File: config.mk
export PLATFORM = sky130hd
export DESIGN_NAME = alu_seq
export DESIGN_NICKNAME = d
export VERILOG_FILES = /design/src/rtl/alu_pkg.sv /design/src/rtl/alu_seq.sv
export SDC_FILE = /design/constraint.sdc
export NUM_CORES = 1
export LEC_CHECK = 0
export ABC_CLOCK_PERIOD_IN_PS = 3200
export CORE_UTILIZATION = 54
export CTS_CLUSTER_DIAMETER = 150
export DETAILED_ROUTE_END_ITERATION = 8
export GPL_TIMING_DRIVEN = 0
export PLACE_DENSITY = 0.89
export RECOVER_POWER = 50
export SYNTH_ARGS = -nofsm -noshare
export SYNTH_HDL_FRONTEND = slang
export SYNTH_SLANG_ARGS = --single-unit
File: constraint.sdc
create_clock -name CLK -period 3.2 [get_ports CLK]
set_input_delay 0.48 -clock CLK [delete_from_list [all_inputs] [get_ports CLK]]
set_output_delay 0.48 -clock CLK [all_outputs]
set_load 0.005 [all_outputs]
File: src/rtl/alu_pkg.sv
// Shared ALU definitions: opcodes, sequencer operations and sequencer states.
package alu_pkg;

    localparam int unsigned OP_W     = 5;
    localparam int unsigned SEQ_OP_W = 2;
    localparam int unsigned FLAG_W   = 3;

    localparam logic [OP_W-1:0] ALU_NOP  = 5'd0;
    localparam logic [OP_W-1:0] ALU_ADD  = 5'd1;
    localparam logic [OP_W-1:0] ALU_ASR  = 5'd16;
    localparam logic [OP_W-1:0] ALU_LSR  = 5'd17;
    localparam logic [OP_W-1:0] ALU_LSL  = 5'd18;
    localparam logic [OP_W-1:0] ALU_STF  = 5'd29;
    localparam logic [OP_W-1:0] ALU_RSTF = 5'd30;

    typedef enum logic [SEQ_OP_W-1:0] {
        SEQ_MUL  = 2'd0,
        SEQ_BSL  = 2'd1,
        SEQ_BSR  = 2'd2,
        SEQ_BSRA = 2'd3
    } seq_op_e;

    typedef enum logic [3:0] {
        ST_IDLE    = 4'd0,
        ST_SAVE    = 4'd1,
        ST_SAVE_WB = 4'd2,
        ST_ADD     = 4'd3,
        ST_ADD_WB  = 4'd4,
        ST_SHF     = 4'd5,
        ST_SHF_WB  = 4'd6,
        ST_RESTORE = 4'd7,
        ST_DONE    = 4'd8
    } seq_state_e;

    // Single-bit ALU shift used for one step of each sequencer operation.
    function automatic logic [OP_W-1:0] shift_opcode(input seq_op_e sop);
        case (sop)
            SEQ_BSR:  return ALU_LSR;
            SEQ_BSRA: return ALU_ASR;
            default:  return ALU_LSL;
        endcase
    endfunction

endpackage

File: src/rtl/alu_seq.sv
// Multi-cycle sequencer driving the shared ALU for MUL and barrel shifts.
// ALU_SEQ_FLAG_PRESERVE_EN wraps each sequence with ALU flag save/restore steps.
module alu_seq
    import alu_pkg::*;
#(
    parameter int unsigned BITS  = 16,
    parameter int unsigned CNT_W = $clog2(BITS)
) (
    input  logic                CLK,
    input  logic                RSTb,
    input  logic                start,
    input  logic [SEQ_OP_W-1:0] op,
    input  logic [BITS-1:0]     a,
    input  logic [BITS-1:0]     b,
    output logic                busy,
    output logic                done,
    output logic [BITS-1:0]     result,
    output logic                alu_sel,
    output logic [BITS-1:0]     alu_A,
    output logic [BITS-1:0]     alu_B,
    output logic [OP_W-1:0]     alu_op,
    output logic                alu_exec,
    input  logic [BITS-1:0]     alu_out
);

`ifdef ALU_SEQ_FLAG_PRESERVE_EN
    localparam seq_state_e ST_EXIT = ST_RESTORE;
`else
    localparam seq_state_e ST_EXIT = ST_DONE;
`endif

    seq_state_e        r_state;
    seq_op_e           r_op;
    logic [BITS-1:0]   r_acc;
    logic [BITS-1:0]   r_mcand;
    logic [BITS-1:0]   r_mplier;
    logic [CNT_W-1:0]  r_cnt;
    logic [FLAG_W-1:0] r_saved_flags;
    logic              r_busy;
    logic              r_done;
    logic [BITS-1:0]   r_result;
    logic [BITS-1:0]   r_alu_a;
    logic [BITS-1:0]   r_alu_b;
    logic [OP_W-1:0]   r_alu_op;
    logic              r_alu_exec;

    seq_state_e        w_state_nxt;
    seq_op_e           w_op_nxt;
    logic [BITS-1:0]   w_acc_nxt;
    logic [BITS-1:0]   w_mcand_nxt;
    logic [BITS-1:0]   w_mplier_nxt;
    logic [CNT_W-1:0]  w_cnt_nxt;
    logic [FLAG_W-1:0] w_flags_nxt;
    logic              w_busy_nxt;
    logic              w_done_nxt;
    logic [BITS-1:0]   w_result_nxt;
    logic [BITS-1:0]   w_alu_a_nxt;
    logic [BITS-1:0]   w_alu_b_nxt;
    logic [OP_W-1:0]   w_alu_op_nxt;
    logic              w_alu_exec_nxt;

    // Next work step given the loop variables: add, shift, or leave the loop.
    function automatic seq_state_e work_state(input seq_op_e sop,
                                              input logic [BITS-1:0] mpl,
                                              input logic [CNT_W-1:0] cnt);
        if (sop == SEQ_MUL) begin
            if (mpl == '0) return ST_EXIT;
            return mpl[0] ? ST_ADD : ST_SHF;
        end
        return (cnt == '0) ? ST_EXIT : ST_SHF;
    endfunction

    always_ff @(posedge CLK) begin
        if (!RSTb) begin
            r_state       <= ST_IDLE;
            r_op          <= SEQ_MUL;
            r_acc         <= '0;
            r_mcand       <= '0;
            r_mplier      <= '0;
            r_cnt         <= '0;
            r_saved_flags <= '0;
            r_busy        <= 1'b0;
            r_done        <= 1'b0;
            r_result      <= '0;
            r_alu_a       <= '0;
            r_alu_b       <= '0;
            r_alu_op      <= ALU_NOP;
            r_alu_exec    <= 1'b0;
        end else begin
            r_state       <= w_state_nxt;
            r_op          <= w_op_nxt;
            r_acc         <= w_acc_nxt;
            r_mcand       <= w_mcand_nxt;
            r_mplier      <= w_mplier_nxt;
            r_cnt         <= w_cnt_nxt;
            r_saved_flags <= w_flags_nxt;
            r_busy        <= w_busy_nxt;
            r_done        <= w_done_nxt;
            r_result      <= w_result_nxt;
            r_alu_a       <= w_alu_a_nxt;
            r_alu_b       <= w_alu_b_nxt;
            r_alu_op      <= w_alu_op_nxt;
            r_alu_exec    <= w_alu_exec_nxt;
        end
    end

    // Next state and loop variables; write-back states capture the ALU result.
    always_comb begin
        w_state_nxt  = r_state;
        w_op_nxt     = r_op;
        w_acc_nxt    = r_acc;
        w_mcand_nxt  = r_mcand;
        w_mplier_nxt = r_mplier;
        w_cnt_nxt    = r_cnt;
        w_flags_nxt  = r_saved_flags;
        case (r_state)
            ST_IDLE: begin
                if (start) begin
                    w_op_nxt     = seq_op_e'(op);
                    w_mcand_nxt  = a;
                    w_mplier_nxt = b;
                    w_cnt_nxt    = b[CNT_W-1:0];
                    w_acc_nxt    = (seq_op_e'(op) == SEQ_MUL) ? '0 : a;
`ifdef ALU_SEQ_FLAG_PRESERVE_EN
                    w_state_nxt  = ST_SAVE;
`else
                    w_state_nxt  = work_state(seq_op_e'(op), b, b[CNT_W-1:0]);
`endif
                end
            end
            ST_SAVE: w_state_nxt = ST_SAVE_WB;
            ST_SAVE_WB: begin
                w_flags_nxt = alu_out[FLAG_W-1:0];
                w_state_nxt = work_state(r_op, r_mplier, r_cnt);
            end
            ST_ADD: w_state_nxt = ST_ADD_WB;
            ST_ADD_WB: begin
                w_acc_nxt   = alu_out;
                w_state_nxt = ST_SHF;
            end
            ST_SHF: w_state_nxt = ST_SHF_WB;
            ST_SHF_WB: begin
                if (r_op == SEQ_MUL) begin
                    w_mcand_nxt  = alu_out;
                    w_mplier_nxt = r_mplier >> 1;
                end else begin
                    w_acc_nxt = alu_out;
                    w_cnt_nxt = r_cnt - CNT_W'(1);
                end
                w_state_nxt = work_state(r_op, w_mplier_nxt, w_cnt_nxt);
            end
            ST_RESTORE: w_state_nxt = ST_DONE;
            ST_DONE:    w_state_nxt = ST_IDLE;
            default:    w_state_nxt = ST_IDLE;
        endcase
    end

    // Outputs decoded from the upcoming state so that every port is a flop.
    always_comb begin
        w_busy_nxt     = (w_state_nxt != ST_IDLE);
        w_done_nxt     = (w_state_nxt == ST_DONE);
        w_result_nxt   = r_result;
        w_alu_a_nxt    = '0;
        w_alu_b_nxt    = '0;
        w_alu_op_nxt   = ALU_NOP;
        w_alu_exec_nxt = 1'b0;
        if (w_state_nxt == ST_DONE) begin
            w_result_nxt = w_acc_nxt;
        end
        case (w_state_nxt)
            ST_SAVE: begin
                w_alu_op_nxt   = ALU_STF;
                w_alu_exec_nxt = 1'b1;
            end
            ST_ADD: begin
                w_alu_a_nxt    = w_acc_nxt;
                w_alu_b_nxt    = w_mcand_nxt;
                w_alu_op_nxt   = ALU_ADD;
                w_alu_exec_nxt = 1'b1;
            end
            ST_SHF: begin
                w_alu_b_nxt    = (w_op_nxt == SEQ_MUL) ? w_mcand_nxt : w_acc_nxt;
                w_alu_op_nxt   = shift_opcode(w_op_nxt);
                w_alu_exec_nxt = 1'b1;
            end
            ST_RESTORE: begin
                w_alu_b_nxt    = BITS'(w_flags_nxt);
                w_alu_op_nxt   = ALU_RSTF;
                w_alu_exec_nxt = 1'b1;
            end
            default: ;
        endcase
    end

    assign busy     = r_busy;
    assign alu_sel  = r_busy;
    assign done     = r_done;
    assign result   = r_result;
    assign alu_A    = r_alu_a;
    assign alu_B    = r_alu_b;
    assign alu_op   = r_alu_op;
    assign alu_exec = r_alu_exec;

endmodule

==> flow_results.org <==
** GRT
- Antenna violations before repair :: 0
- Entering global routing, the biggest net connects 17 pins.
- The number of global-route vias before repair was about 5200.
- For this run the aggregate overflow at the end of global routing stands at 0.
- Total routing resource utilization after global routing :: between 30% and 40%
- The first global-routing pass estimated around 27 mm of wire.

** Setup path
- Count of cell instances traversed by the critical path :: 8
- Delay of the slowest cell on the worst path :: approximately 0.87 ns
- Required time at the endpoint of the critical path :: 3.61 ns
- Critical setup path kind :: flip-flop to flip-flop
- Together, buffers and inverters on the worst path number 2.
- The critical path goes through clkbuf_1, o21bai_1, a21o_4, buf_6, a222oi_1, nor3_1, a22oi_1, a21oi_1.
- Among all stages on the critical path, the largest delay is contributed by a222oi_1.
- At the worst endpoint, the arrival time is roughly 3.4 ns.
- In this design, the largest share of critical-path delay is due to compound AO/OA/AOI/OAI gates.
- Depth of the worst register-to-register path :: 8
- CP startpoint kind :: flip-flop
- The worst setup path is captured at a flip-flop.
- Along the worst path, the maximum fanout reaches 10.

** Route
- WL/cell :: 21.1 um
- Number of nets still failing antenna checks after routing :: 0
- In this run, the number of DRC markers left after iteration 0 of detailed routing was just under 800.
- In the routed design, unresolved DRC markers number 7.
- For this block, the via count after detailed routing is 5481.
- First-pass DRT Iterations :: 9
- After detailed routing, the total wire length is approximately 17 mm.
- In the routed layout, each cell is associated on average with a via count of just under 7.

** CTS
- H-tree lvl count :: 4
- Clk slew on worst S/H paths :: around 0.060 ns
- The clock reaches the later pin of the worst-skew pair after between 0.5 and 0.6 ns.
- In this run the post-CTS setup repair buffer count came out at 0.
- Sinks on the clock net :: around 110
- Buffers inserted during clock tree synthesis total 17.
- The root buffer cell chosen for the clock tree is clkbuf_8.
- TritonCTS built the clock tree.
- Hold_buf cts :: 0
- In this run, post-CTS repair resized a total of 0 instances.
- Maximum root-to-sink buffer count :: 2

** Pwr
- Relative contribution of sequential cells to total power :: about 32%
- Worst IR drop on VDD :: approximately 0.52 mV
- In this run switching power makes up roughly a third of total power.
- In this run the static leakage power is between 2 and 3 nW.
- Internal :: between 3 and 4 mW
- Relative contribution of combinational cells to total power :: around 32%
- The clock network burns a little over a third of the power.
- Overall power consumption after layout is estimated at about 5.4 mW.
- Net switching power :: between 1.5 and 2 mW
- Total power per unit cell area :: between 800 and 900 nW/um^2

** Place
- Placed wire-length estimate after detailed placement :: approximately 12 mm
- Routability-driven placement finished with a final weighted congestion of roughly 0.95.
- Number of I/O port buffers :: between 100 and 150
- Once placement finished, the instance area stood at a little over 6000 um^2.

** Timing
- Final worst-path cycle share :: between 90% and 100%
- TNS Setup :: 0 ns
- Worst Max-Slew Pin Slew :: between 1 and 1.5 ns
- Final count of hold timing violations :: 0
- RSZ-0062 raised after global routing :: no
- Clock Skews :: ~0.009 ns
- Headroom to the max-slew limit came out at 29.0%.
- The final count of pins violating max slew was 0.
- Min Clock Period, post-route :: around 3.0 ns
- Based on the critical path, the design can be clocked at up to between 300 and 400 MHz.
- Final setup fails :: 0

** Yosys
- Ranked by instance count, the synthesized netlist is headed by dfxtp_1, nand2_1, nor3_1.
- Syn nets :: approximately 600
- Most frequent cell after synthesis :: dfxtp_1
- In this run, distinct cell masters in the synthesized netlist total 64.
- The synthesized design spends more area on one cell type than any other, namely dfxtp_1.
- Ys flop type :: dfxtp_1
- Post-Syn Area :: approximately 4900 um^2
- After synthesis, the largest area contributor takes up between 40% and 50% of total cell area.
- Mean post-synth cell area :: 8.87 um^2
- Synth Instances :: roughly 560
- Sorting the synthesized cells by area gives the leading types as dfxtp_1, nand2_1, a22oi_1, a222oi_1, nor3_1.
- After synthesis the netlist holds a flip-flop and latch count of approximately 110.
- Sequential cell area fraction in the yosys report :: 45.9%
- In this run, synthesis inferred 0 flip-flops with an integrated enable.
- After synthesis, the share of flip-flops with an asynchronous set or reset is 0%.
- Synth warnings :: 0

** Run
- Max-cap violations in this run came to 0.

** Worst hold path
- Type of the tightest min-delay check :: flip-flop to flip-flop
- Along the worst hold path, the cell count comes to 2.

** Floorplan
- Measured along the x axis, the die boundary spans between 90 and 100 um.
- Placeable core region :: roughly 8800 um^2
- Cell Rows :: 34
- Die height :: 97.6 um
- Once the floorplan was initialized, standard cells occupied a little under three fifths of the core.
- The die covers ~9500 um^2.
- 110 I/O pins were placed.

** Layout
- Compared with the post-synthesis result, the final layout area differs by 37.0%.
- Count of nets after finishing :: between 700 and 800
- After filler insertion, the fill cell instance count of the layout stands at roughly 600.
- The repair_antennas step left the layout with diodes totalling 0.
- Share of layout cells above drive strength 1 :: approximately 11%
- Post-route standard cell area excluding fillers :: slightly below 7000 um^2

** Outcome
- The final reports fail on design-rule violations.
- The run finished, with violations left.
[power by group through the flow]
stage	Combinational, mW	Sequential (mW)	Clock (mW)
finish	1.74	1.74	1.93
global route	1.85	1.76	1.99
CTS	1.73	1.74	1.93
detailed placement	1.68	1.77	0
global placement	1.64	1.75	0
floorplan	1.06	1.75	0
[cells by family (layout without fill, tap and decap cells)]
| logic type | count (synthesis) | in the layout | share of synthesized area, % |
|---|---|---|---|
| simple gates | 228 | 228 | 23.3 |
| flops | 113 | 113 | 45.9 |
| other cells | 1 | 1 | 0.0760 |
| mux | 1 | 1 | 0.203 |
| buf+inv | 55 | 196 | 6.06 |
| compound gates | 156 | 156 | 24.1 |
| xor+xnor | 1 | 1 | 0.178 |
| fa+ha+maj | 1 | 1 | 0.254 |
[state kept, by name, indices dropped and copies added (netlist names)]
register and cells:
alu_sel 1, r_mplier 16, result 16, alu_op 4
r_op 2, alu_exec 1, r_cnt 4, r_mcand 16
alu_A 16, r_acc 16, alu_B 16, done 1
r_state 4
[final timing paths]
kind | start | end | slack, ns
max | r_state[2]$_SDFF_PN0_ | alu_B[9]$_SDFF_PN0_ | 0.23
min | r_mcand[3]$_SDFF_PN0_ | r_mcand[3]$_SDFF_PN0_ | 0.46
max reg2reg | r_state[2]$_SDFF_PN0_ | alu_B[9]$_SDFF_PN0_ | 0.23
min reg2reg | r_mcand[3]$_SDFF_PN0_ | r_mcand[3]$_SDFF_PN0_ | 0.46
[cells in the final DEF, fill, tap and decap left out, types with 7 or more instances in the layout]
cell	netlist	routed
dfxtp_1	113	113
nand2_1	79	79
dlygate4sd3_1	0	59
clkdlybuf4s50_1	0	50
nor3_1	49	49
a21oi_1	42	42
nor2_1	37	38
a22oi_1	35	35
a222oi_1	25	25
clkbuf_1	18	21
nand4_1	17	17
a211oi_1	16	16
clkbuf_16	0	16
buf_2	14	12
nor4_1	11	11
buf_4	10	9
inv_1	7	7
[tightest hold or removal path, stage by stage (launching register included)]
cell	delay [ns]
dfxtp_1	0.29
nand2_1	0.06
a21oi_1	0.06
[per-stage QoR]
| stage | setup slack [ns] | instances | utilization (%) | hold WS (ns) |
|---|---|---|---|---|
| detailed placement | -0.0129 | 773 | 70.3 | 0.453 |
| global placement | 0.0243 | 773 | 70.3 | 0.447 |
| floorplan | 1.09 | 556 | - | 0.440 |
| CTS | 0.409 | 805 | 77.2 | 0.460 |
| finish | 0.229 | 805 | 77.1 | 0.461 |
| global route | 0.137 | 805 | 77.1 | 0.479 |
[per-layer routing]
metal	vias up	share of wire, %	wire length [um]	global-route usage (%)
li1	2362	-	-	-
met1	2556	38	6440	44.5
met2	462	47	7940	57.3
met3	101	9.9	1690	7.41
met4	0	5.4	924	21.3
met5	-	0	0	0
[layout make-up]
cell class	instances	area [um^2]	share of cell area, %
buffer	48	267	3.95
clock buffer	18	428	6.34
clock inverter	14	178	2.63
inverter	7	26.3	0.389
multi-input combinational	388	2370	35.1
sequential	113	2260	33.5
tap	108	135	2.00
timing repair buffer	109	1090	16.2
(Power assumes the default switching activity.)
